--- src/rtl/doff_pkg.sv ---
// Shared constants for the dump-off routing and select blocks.
package doff_pkg;

   typedef enum logic [1:0] {
      ST_PARK  = 2'd0,
      ST_RUN   = 2'd1,
      ST_GUARD = 2'd2,
      ST_FAULT = 2'd3
   } doff_state_t;

   localparam logic [1:0] SEL_PARK = 2'd3;

endpackage

--- src/rtl/doff_guard_cnt.sv ---
// Loadable down-counter for the break-before-make dead time; done while at zero.
module doff_guard_cnt #(
   parameter int W = 4
) (
   input  logic         clk_sys,
   input  logic         rst,
   input  logic         load,
   input  logic [W-1:0] load_val,
   input  logic         en,
   output logic         done
);

   logic [W-1:0] cnt_q;

   always_ff @(posedge clk_sys or posedge rst) begin
      if (rst) begin
         cnt_q <= '0;
      end else if (load) begin
         cnt_q <= load_val;
      end else if (en && (cnt_q != '0)) begin
         cnt_q <= cnt_q - 1'b1;
      end
   end

   assign done = (cnt_q == '0);

endmodule

--- src/rtl/doff_route.sv ---
// Routes one dump-off command to one of three channel lines with break-before-make
// guard time on reselect and an on-time watchdog that latches a fault.
//
// state | meaning
// PARK  | nothing routed, all lines low
// RUN   | dumpoffin forwarded to the line selected by sel_cur
// GUARD | dead time after a select change, all lines low, busy high
// FAULT | watchdog tripped, all lines low until fault_clr with dumpoffin low
module doff_route
   import doff_pkg::*;
#(
   parameter int DEAD_CYC = 8,
   parameter int MAX_ON   = 4096,
   parameter int CNT_W    = 13
) (
   input  logic       clk_sys,
   input  logic       rst,
   input  logic [1:0] change,
   input  logic       dumpoffin,
   input  logic       fault_clr,
   output logic       dumpoff0,
   output logic       dumpoff1,
   output logic       dumpoff2,
   output logic [1:0] sel_cur,
   output logic       busy,
   output logic       fault
);

   localparam int GW = $clog2(DEAD_CYC + 1);
   localparam logic [GW-1:0]    GUARD_LD = GW'(DEAD_CYC - 1);
   localparam logic [CNT_W-1:0] ON_LIM   = CNT_W'(MAX_ON - 1);

   doff_state_t      state_q, state_d;
   logic [1:0]       target_q, target_d;
   logic [1:0]       sel_q, sel_d;
   logic [CNT_W-1:0] on_q, on_d;
   logic [2:0]       dout_q, dout_d;
   logic             g_load, g_en, g_done;
   logic             trip;

   doff_guard_cnt #(.W(GW)) u_guard (
      .clk_sys  (clk_sys),
      .rst      (rst),
      .load     (g_load),
      .load_val (GUARD_LD),
      .en       (g_en),
      .done     (g_done)
   );

   always_ff @(posedge clk_sys or posedge rst) begin
      if (rst) begin
         state_q  <= ST_PARK;
         target_q <= SEL_PARK;
         sel_q    <= SEL_PARK;
         on_q     <= '0;
         dout_q   <= '0;
      end else begin
         state_q  <= state_d;
         target_q <= target_d;
         sel_q    <= sel_d;
         on_q     <= on_d;
         dout_q   <= dout_d;
      end
   end

   // Trip on the cycle the line has been high MAX_ON times, so it drops right after.
   assign trip = (|dout_q) && (on_q >= ON_LIM);

   always_comb begin
      state_d  = state_q;
      target_d = target_q;
      sel_d    = sel_q;
      g_load   = 1'b0;
      g_en     = 1'b0;
      case (state_q)
         ST_PARK: begin
            if (change != SEL_PARK) begin
               state_d  = ST_GUARD;
               target_d = change;
               g_load   = 1'b1;
            end
         end
         ST_RUN: begin
            if (change != sel_q) begin
               state_d  = ST_GUARD;
               target_d = change;
               g_load   = 1'b1;
            end else if (trip) begin
               state_d = ST_FAULT;
            end
         end
         ST_GUARD: begin
            if (change != target_q) begin
               target_d = change;
               g_load   = 1'b1;
            end else if (g_done) begin
               sel_d   = target_q;
               state_d = (target_q == SEL_PARK) ? ST_PARK : ST_RUN;
            end else begin
               g_en = 1'b1;
            end
         end
         ST_FAULT: begin
            if (fault_clr && !dumpoffin) begin
               state_d  = ST_GUARD;
               target_d = change;
               g_load   = 1'b1;
            end
         end
         default: state_d = ST_PARK;
      endcase
   end

   always_comb begin
      logic fwd;
      fwd    = (state_q == ST_RUN) && (state_d == ST_RUN) && dumpoffin;
      dout_d = {fwd && (sel_q == 2'd2), fwd && (sel_q == 2'd1), fwd && (sel_q == 2'd0)};
      if ((state_d != ST_RUN) || !(|dout_q)) begin
         on_d = '0;
      end else if (on_q != {CNT_W{1'b1}}) begin
         on_d = on_q + 1'b1;
      end else begin
         on_d = on_q;
      end
   end

   always_comb begin
      busy     = (state_q == ST_GUARD);
      fault    = (state_q == ST_FAULT);
      sel_cur  = sel_q;
      dumpoff0 = dout_q[0];
      dumpoff1 = dout_q[1];
      dumpoff2 = dout_q[2];
   end

endmodule

--- config.mk ---
export PLATFORM = sky130hd
export DESIGN_NAME = doff_route
export DESIGN_NICKNAME = d
export VERILOG_FILES = /design/src/rtl/doff_pkg.sv /design/src/rtl/doff_guard_cnt.sv /design/src/rtl/doff_route.sv
export SDC_FILE = /design/constraint.sdc
export NUM_CORES = 1
export LEC_CHECK = 0
export BUFFER_PORTS_ARGS = -buffer_cell sky130_fd_sc_hd__buf_4
export CELL_PAD_IN_SITES_DETAIL_PLACEMENT = 0
export CELL_PAD_IN_SITES_GLOBAL_PLACEMENT = 2
export CORE_ASPECT_RATIO = 0.9
export CORE_MARGIN = 1.5
export CORE_UTILIZATION = 41
export CTS_BUF_LIST = sky130_fd_sc_hd__clkbuf_16
export CTS_CLUSTER_SIZE = 14
export DETAILED_ROUTE_END_ITERATION = 10
export GPL_TIMING_DRIVEN = 0
export HOLD_SLACK_MARGIN = 0.02
export MAX_ROUTING_LAYER = met4
export PLACE_DENSITY_LB_ADDON = 0.1
export SYNTH_ARGS = -nofsm -noshare
export SYNTH_HDL_FRONTEND = slang
export SYNTH_SLANG_ARGS = --single-unit
--- constraint.sdc ---
create_clock -name clk_sys -period 4.3 [get_ports clk_sys]
set_input_delay 0.86 -clock clk_sys [delete_from_list [all_inputs] [get_ports clk_sys]]
set_output_delay 0.86 -clock clk_sys [all_outputs]
set_load 0.02 [all_outputs]
### Word level (Yosys, flattened, before mapping)

Cells that the tools add are included.

* output and inout bits: 7
* register bits after elaboration: 26
* input bits: 6
* word-level logic and storage cells: 71

* reduce and logical (&&, ||, !) cells: 20
* order comparisons: 1
* add/subtract/negate cells: 2
* equality and inequality tests: 16
* bitwise operators: 1
* multiplexer cells: 25

Operators by type and width (count)
* $mux 13: 2
* $mux 2: 10
* $pmux 2 s4: 2
* $add 13x1->13 const B: 1
* $ge 13x12->1 const B: 1
* $ne 13x13->1 const B: 1
* $eq 2x2->1 const B: 4
* $logic_and 1x1->1: 8
* $mux 1: 8
* $mux 4: 2
* $eq 2x1->1 const B: 3
* $ne 2x1->1 const B: 3
* $ne 2x2->1 const B: 3
* $logic_not 2->1: 2
* $logic_not 4->1: 1
* $ne 2x2->1: 2
* $pmux 1 s4: 1
* $reduce_and 4->1: 1
* $reduce_bool 2->1: 2
* $reduce_bool 4->1: 1
* $sub 4x1->4 const B: 1
* $reduce_and 3->1: 1
* $reduce_or 3->1: 1
* $logic_not 1->1: 2
* other kinds (2): 2

### Depth between registers and ports, before layout

* word-level depth: 9
* mapped depth: 8
* mapped depth without buffers: 7

### Cells and area by module

From an unflattened synthesis, not the netlist that was laid out.

* cell total of the unflattened synthesis: 159
* area, all modules: 1508.9 um2

By module, submodules not included
* doff_route: cells an instance 131, seq. area each 555.5 um2, instances 1, area each 1247.4 um2
* doff_guard_cnt: cells an instance 28, seq. area each 100.1 um2, instances 1, area each 261.5 um2

### Worst setup path before layout

OpenSTA, ideal clock, no wires.

* path kind: input to register
* start point: input port change[1]
* end point: register on_q[2]
* stages on the path: 6
* path slack: 2.413 ns
* path buffers: 1
* data arrival time: 1.818 ns
* data required time: 4.231 ns
* path through: xnor2_2 nand2_2 o31ai_4 nand4_2 buf_6 nor2_2

* word-level cells in the longest chain between the ends: 6
* elaborated cells between the ends (all ways): 11
* those cells by class: 4 x eq/ne; 5 x mux; 2 x reduce/logical

Ends and longest elaborated chain
* from (decl): line doff_route.sv:18 `input logic [1:0] change,`
* $ne 2x2->1, on equally long branches: line doff_route.sv:93, doff_route.sv:77, doff_route.sv:84
* $mux 2, on equally long branches: line doff_route.sv:93, doff_route.sv:77, doff_route.sv:84
* $pmux 2 s4 (*): line doff_route.sv:75 `case (state_q)`
* $ne 2x1->1 (*): line doff_route.sv:118 `if ((state_d != ST_RUN) || !(|dout_q)) begin`
* $logic_or 1x1->1 (*): line doff_route.sv:118
* $mux 13 / $reduce_bool 2->1 (equally long branches)
* to (signal assigned): line doff_route.sv:61 `on_q <= on_d;`
* to (decl): line doff_route.sv:36 `logic [CNT_W-1:0] on_q, on_d;`

Every way passes the cells marked *; elsewhere a longest branch is shown, timed or not.
A chain may end at the register's enable or synchronous reset.

### Worst setup path in the final report

* start point: register u_guard.cnt_q[0]
* end point: register dout_q[2]

* word-level cells in the longest chain between the ends: 8

Ends and longest elaborated chain
* from (decl): line doff_guard_cnt.sv:13 `logic [W-1:0] cnt_q;`
* from (signal assigned): line doff_guard_cnt.sv:19 `cnt_q <= load_val;`
* from (signal assigned): line doff_guard_cnt.sv:21 `cnt_q <= cnt_q - 1'b1;`
* $logic_not 4->1: line doff_guard_cnt.sv:25 `assign done = (cnt_q == '0);`
* $mux 2: line doff_route.sv:96 `end else if (g_done) begin`
* $mux 2: line doff_route.sv:93 `if (change != target_q) begin`
* $pmux 2 s4: line doff_route.sv:75
* named net state_d[1]: line doff_route.sv:33 `doff_state_t state_q, state_d;`
* $eq 2x1->1: line doff_route.sv:116 `fwd = (state_q == ST_RUN) && (state_d == ST_RUN) && dumpoffin;`
* $logic_and 1x1->1 (2 in series): line doff_route.sv:116
* $logic_and 1x1->1: line doff_route.sv:117 `dout_d = {fwd && (sel_q == 2'd2), fwd && (sel_q == 2'd1), fwd && (sel_q == 2'd0)};`
* named net dout_d[2]: line doff_route.sv:37 `logic [2:0] dout_q, dout_d;`
* to (signal assigned): line doff_route.sv:62 `dout_q <= dout_d;`
* to (decl): line doff_route.sv:37

The timed path passes the listed nets, and every way through them passes these cells.

==> impl_metrics.env <==
export IMPL_status="finished clean"
export IMPL_htree_levels=1
export IMPL_gr_total_overflow=0
export IMPL_rsz0062_at_grt="no"
export IMPL_period_share_pct=48.5
export IMPL_hold_buffers=0
export IMPL_row_count=20
export IMPL_fmax_ghz=0.479
export IMPL_synth_nets=152
export IMPL_initial_core_util_pct=43.4
export IMPL_yosys_warnings=0
export IMPL_synthToLayoutAreaGrowth_pct=15.2
export IMPL_intPower_uw=408
export IMPL_wl_per_cell_um=14.0
export IMPL_synthArstFlopShare_pct=100
export IMPL_dieHeight_um=59.9
export IMPL_wl_mm=2.85
export IMPL_max_cap_violations=0
export IMPL_rrSetupSlack_ns=2.21
export IMPL_cts_made_buffers=3
export IMPL_grtUsageTotal_pct=17.2
export IMPL_grt_pass1_wl_mm=4.98
export IMPL_r2r_end="dout_q[2]"
export IMPL_drive_gt1_share_pct=27.5
export IMPL_fin_tns_setup_ns=0
export IMPL_finalSetupViolCount=0
export IMPL_final_common_cell="dfrtp_1"
export IMPL_antenna_found_initial=0
export IMPL_insertion_delay_ns=0.25
export IMPL_portBuffers=12
export IMPL_vias=1075
export IMPL_n_antenna_cell=0
export IMPL_synthFlopType="dfrtp_1"
export IMPL_critPathCaptureType="register"
export IMPL_ios=13
export IMPL_drt_iter0_drc=18
export IMPL_final_cell_mix="dfrtp_1 (22), nand2_1 (14), buf_4 (13), nor2_2 (10), nor2_1 (8)"
export IMPL_final_max_slew_viol_count=0
export IMPL_die_width_um=66.3
export IMPL_p_sw_uw=123
export IMPL_power_density_nw_per_um2=312
export IMPL_synth_area_per_cell_um2=10.3
export IMPL_yosysSeqAreaShare_pct=44.4
export IMPL_netlist_area_um2=1480
export IMPL_fin_cells=204
export IMPL_cts_resized=0
export IMPL_maxSlewHeadroom_pct=35.8
export IMPL_die_area_um2=3970
export IMPL_min_from="sel_cur[1]"
export IMPL_cp_max_fo=4
export IMPL_grt_max_degree=27
export IMPL_min_path_type="reg2reg"
export IMPL_route_detailed_drc=0
export IMPL_cts_clk_slew_worst_paths_ns=0.06
export IMPL_clockBufferDepth=2
export IMPL_grt_pass1_vias=1018
export IMPL_syn_inst=144
export IMPL_synth_seq_cells=26
export IMPL_crit_path_start_kind="register"
export IMPL_comb_power_share_pct=11.9
export IMPL_dr_pass1_iters=4
export IMPL_arrival_ns=2.23
export IMPL_place_inst=200
export IMPL_hold_viol=0
export IMPL_core_area_um2=3400
export IMPL_reg2reg_depth=7
export IMPL_vdd_drop_max_mv=0.260
export IMPL_finalNetCount=169
export IMPL_fin_worst_skew_ns=0.00232
export IMPL_place_gp_congestion=0.823
export IMPL_post_cts_buffers=0
export IMPL_postRouteAntennaNets=0
export IMPL_worst_slew_pin_transition_ns=0.962
export IMPL_p_seq_share_pct=49.8
export IMPL_critPathKind="reg2reg"
export IMPL_hpwlAfterDp_mm=2.19
export IMPL_crit_reg2reg_launch="u_guard.cnt_q[0]"
export IMPL_holdPathEnd="dout_q[2]"
export IMPL_min_period_ns=2.09
export IMPL_viasPerCell=5.27
export IMPL_leakage_uw=0.000738
export IMPL_switching_share_pct=23.1
export IMPL_cts_sinks=26
export IMPL_p_clk_share_pct=38.3
export IMPL_cts_tree="done"
export IMPL_root_buffer="clkbuf_16"
export IMPL_ys_types=43
export IMPL_holdPathStages=2
export IMPL_cp_required_ns=4.45
export IMPL_synth_edf_count=0
==> power groups by stage <==
stage / sequential (µW) / clock [µW] / combinational (µW)
after global placement: 269 / 0 / 62.6
after detailed placement: 269 / 0 / 64.4
final: 265 / 204 / 63.1
after floorplan: 267 / 0 / 48.7
after global routing: 266 / 220 / 70.3
after CTS: 265 / 210 / 64.6
==> registers in the layout, indices dropped and copies added (netlist names) <==
| name | cells |
|---|---|
| sel_cur | 2 |
| dout_q | 3 |
| state_q | 2 |
| target_q | 2 |
| u_guard.cnt_q | 4 |
| on_q | 13 |
==> worst max-delay path, stage by stage (launching register included) <==
cell     delay [ns]
dfrtp_1        0.38
inv_1          0.09
ha_1           0.16
nor3b_1        0.41
nand4_1        0.30
o21ai_0        0.20
o21ai_2        0.12
nor4_1         0.31
==> per-stage QoR <==
step	utilization (%)	hold WS [ns]	power (µW)	cell area, µm²	setup slack, ns
2_1_floorplan	-	0.501	315	1480	2.41
3_3_place_gp	47.6	0.526	332	1620	2.11
3_5_place_dp	47.6	0.549	334	1620	2.08
4_1_cts	50.0	0.566	540	1700	2.24
5_1_grt	50.0	0.585	556	1700	2.04
6_report	50.0	0.560	531	1700	2.21
==> layer usage <==
layer,up-vias,track usage (%),wire [µm]
met5,-,-,0
met4,0,2.62,19
li1,548,-,-
met1,511,24.9,1490
met2,14,24.9,1270
met3,2,4.52,68
==> Yosys cell counts, types with 3 or more instances <==
cell       n  share of area [%]
o21ai_0    3                1.0
mux2_2     4                3.1
nor2_2    10                4.2
a31oi_1    3                1.3
nand2_1   14                3.6
xnor2_1    5                3.0
nand2b_1   3                1.3
nor3_1     4                1.4
nand4_1    4                1.7
inv_1      6                1.5
xor2_1     6                3.6
nor4_1     4                1.7
nor2_1     8                2.0
dfstp_2    4                7.1
dfrtp_1   22                 37
a21oi_1    6                2.0
nand3_1    6                2.0
==> how the worst max path moves through the flow <==
stage | start | endpoint | slack, ns | depth (start not counted)
global placement | change[1] | on_q[5] | 2.11 | 7
detailed placement | change[1] | dout_q[2] | 2.08 | 6
global route | u_guard.cnt_q[0] | dout_q[2] | 2.04 | 7
CTS | u_guard.cnt_q[0] | dout_q[2] | 2.24 | 7
finish | u_guard.cnt_q[0] | dout_q[2] | 2.21 | 7
floorplan | change[1] | on_q[2] | 2.41 | 6
==> logic make-up (layout without fill, tap and decap cells) <==
family                     count (synthesis)  in the layout  synth area share [%]
muxes                                      5              5                  3.73
and+or+nand+nor                           69             69                  28.6
buffers and inverters                      8             24                  2.80
adders and majority gates                  2              2                  1.69
AOI/OAI and AO/OA                         21             21                  10.1
xor gates and xnor gates                  13             13                  8.73
DFF                                       26             26                  44.4
==> final cells by class <==
class                   count  area (µm²)
fillers                   345        1700
multi-input cells         110         779
flip-flops and latches     26         656
repair buffers             12        90.1
clock buffers               3        75.1
well taps                  44        55.1
inverters                   6        22.5
plain buffers               2        18.8
clock inverters             1        3.75
Note: power is estimated with default switching activity, not from simulation.
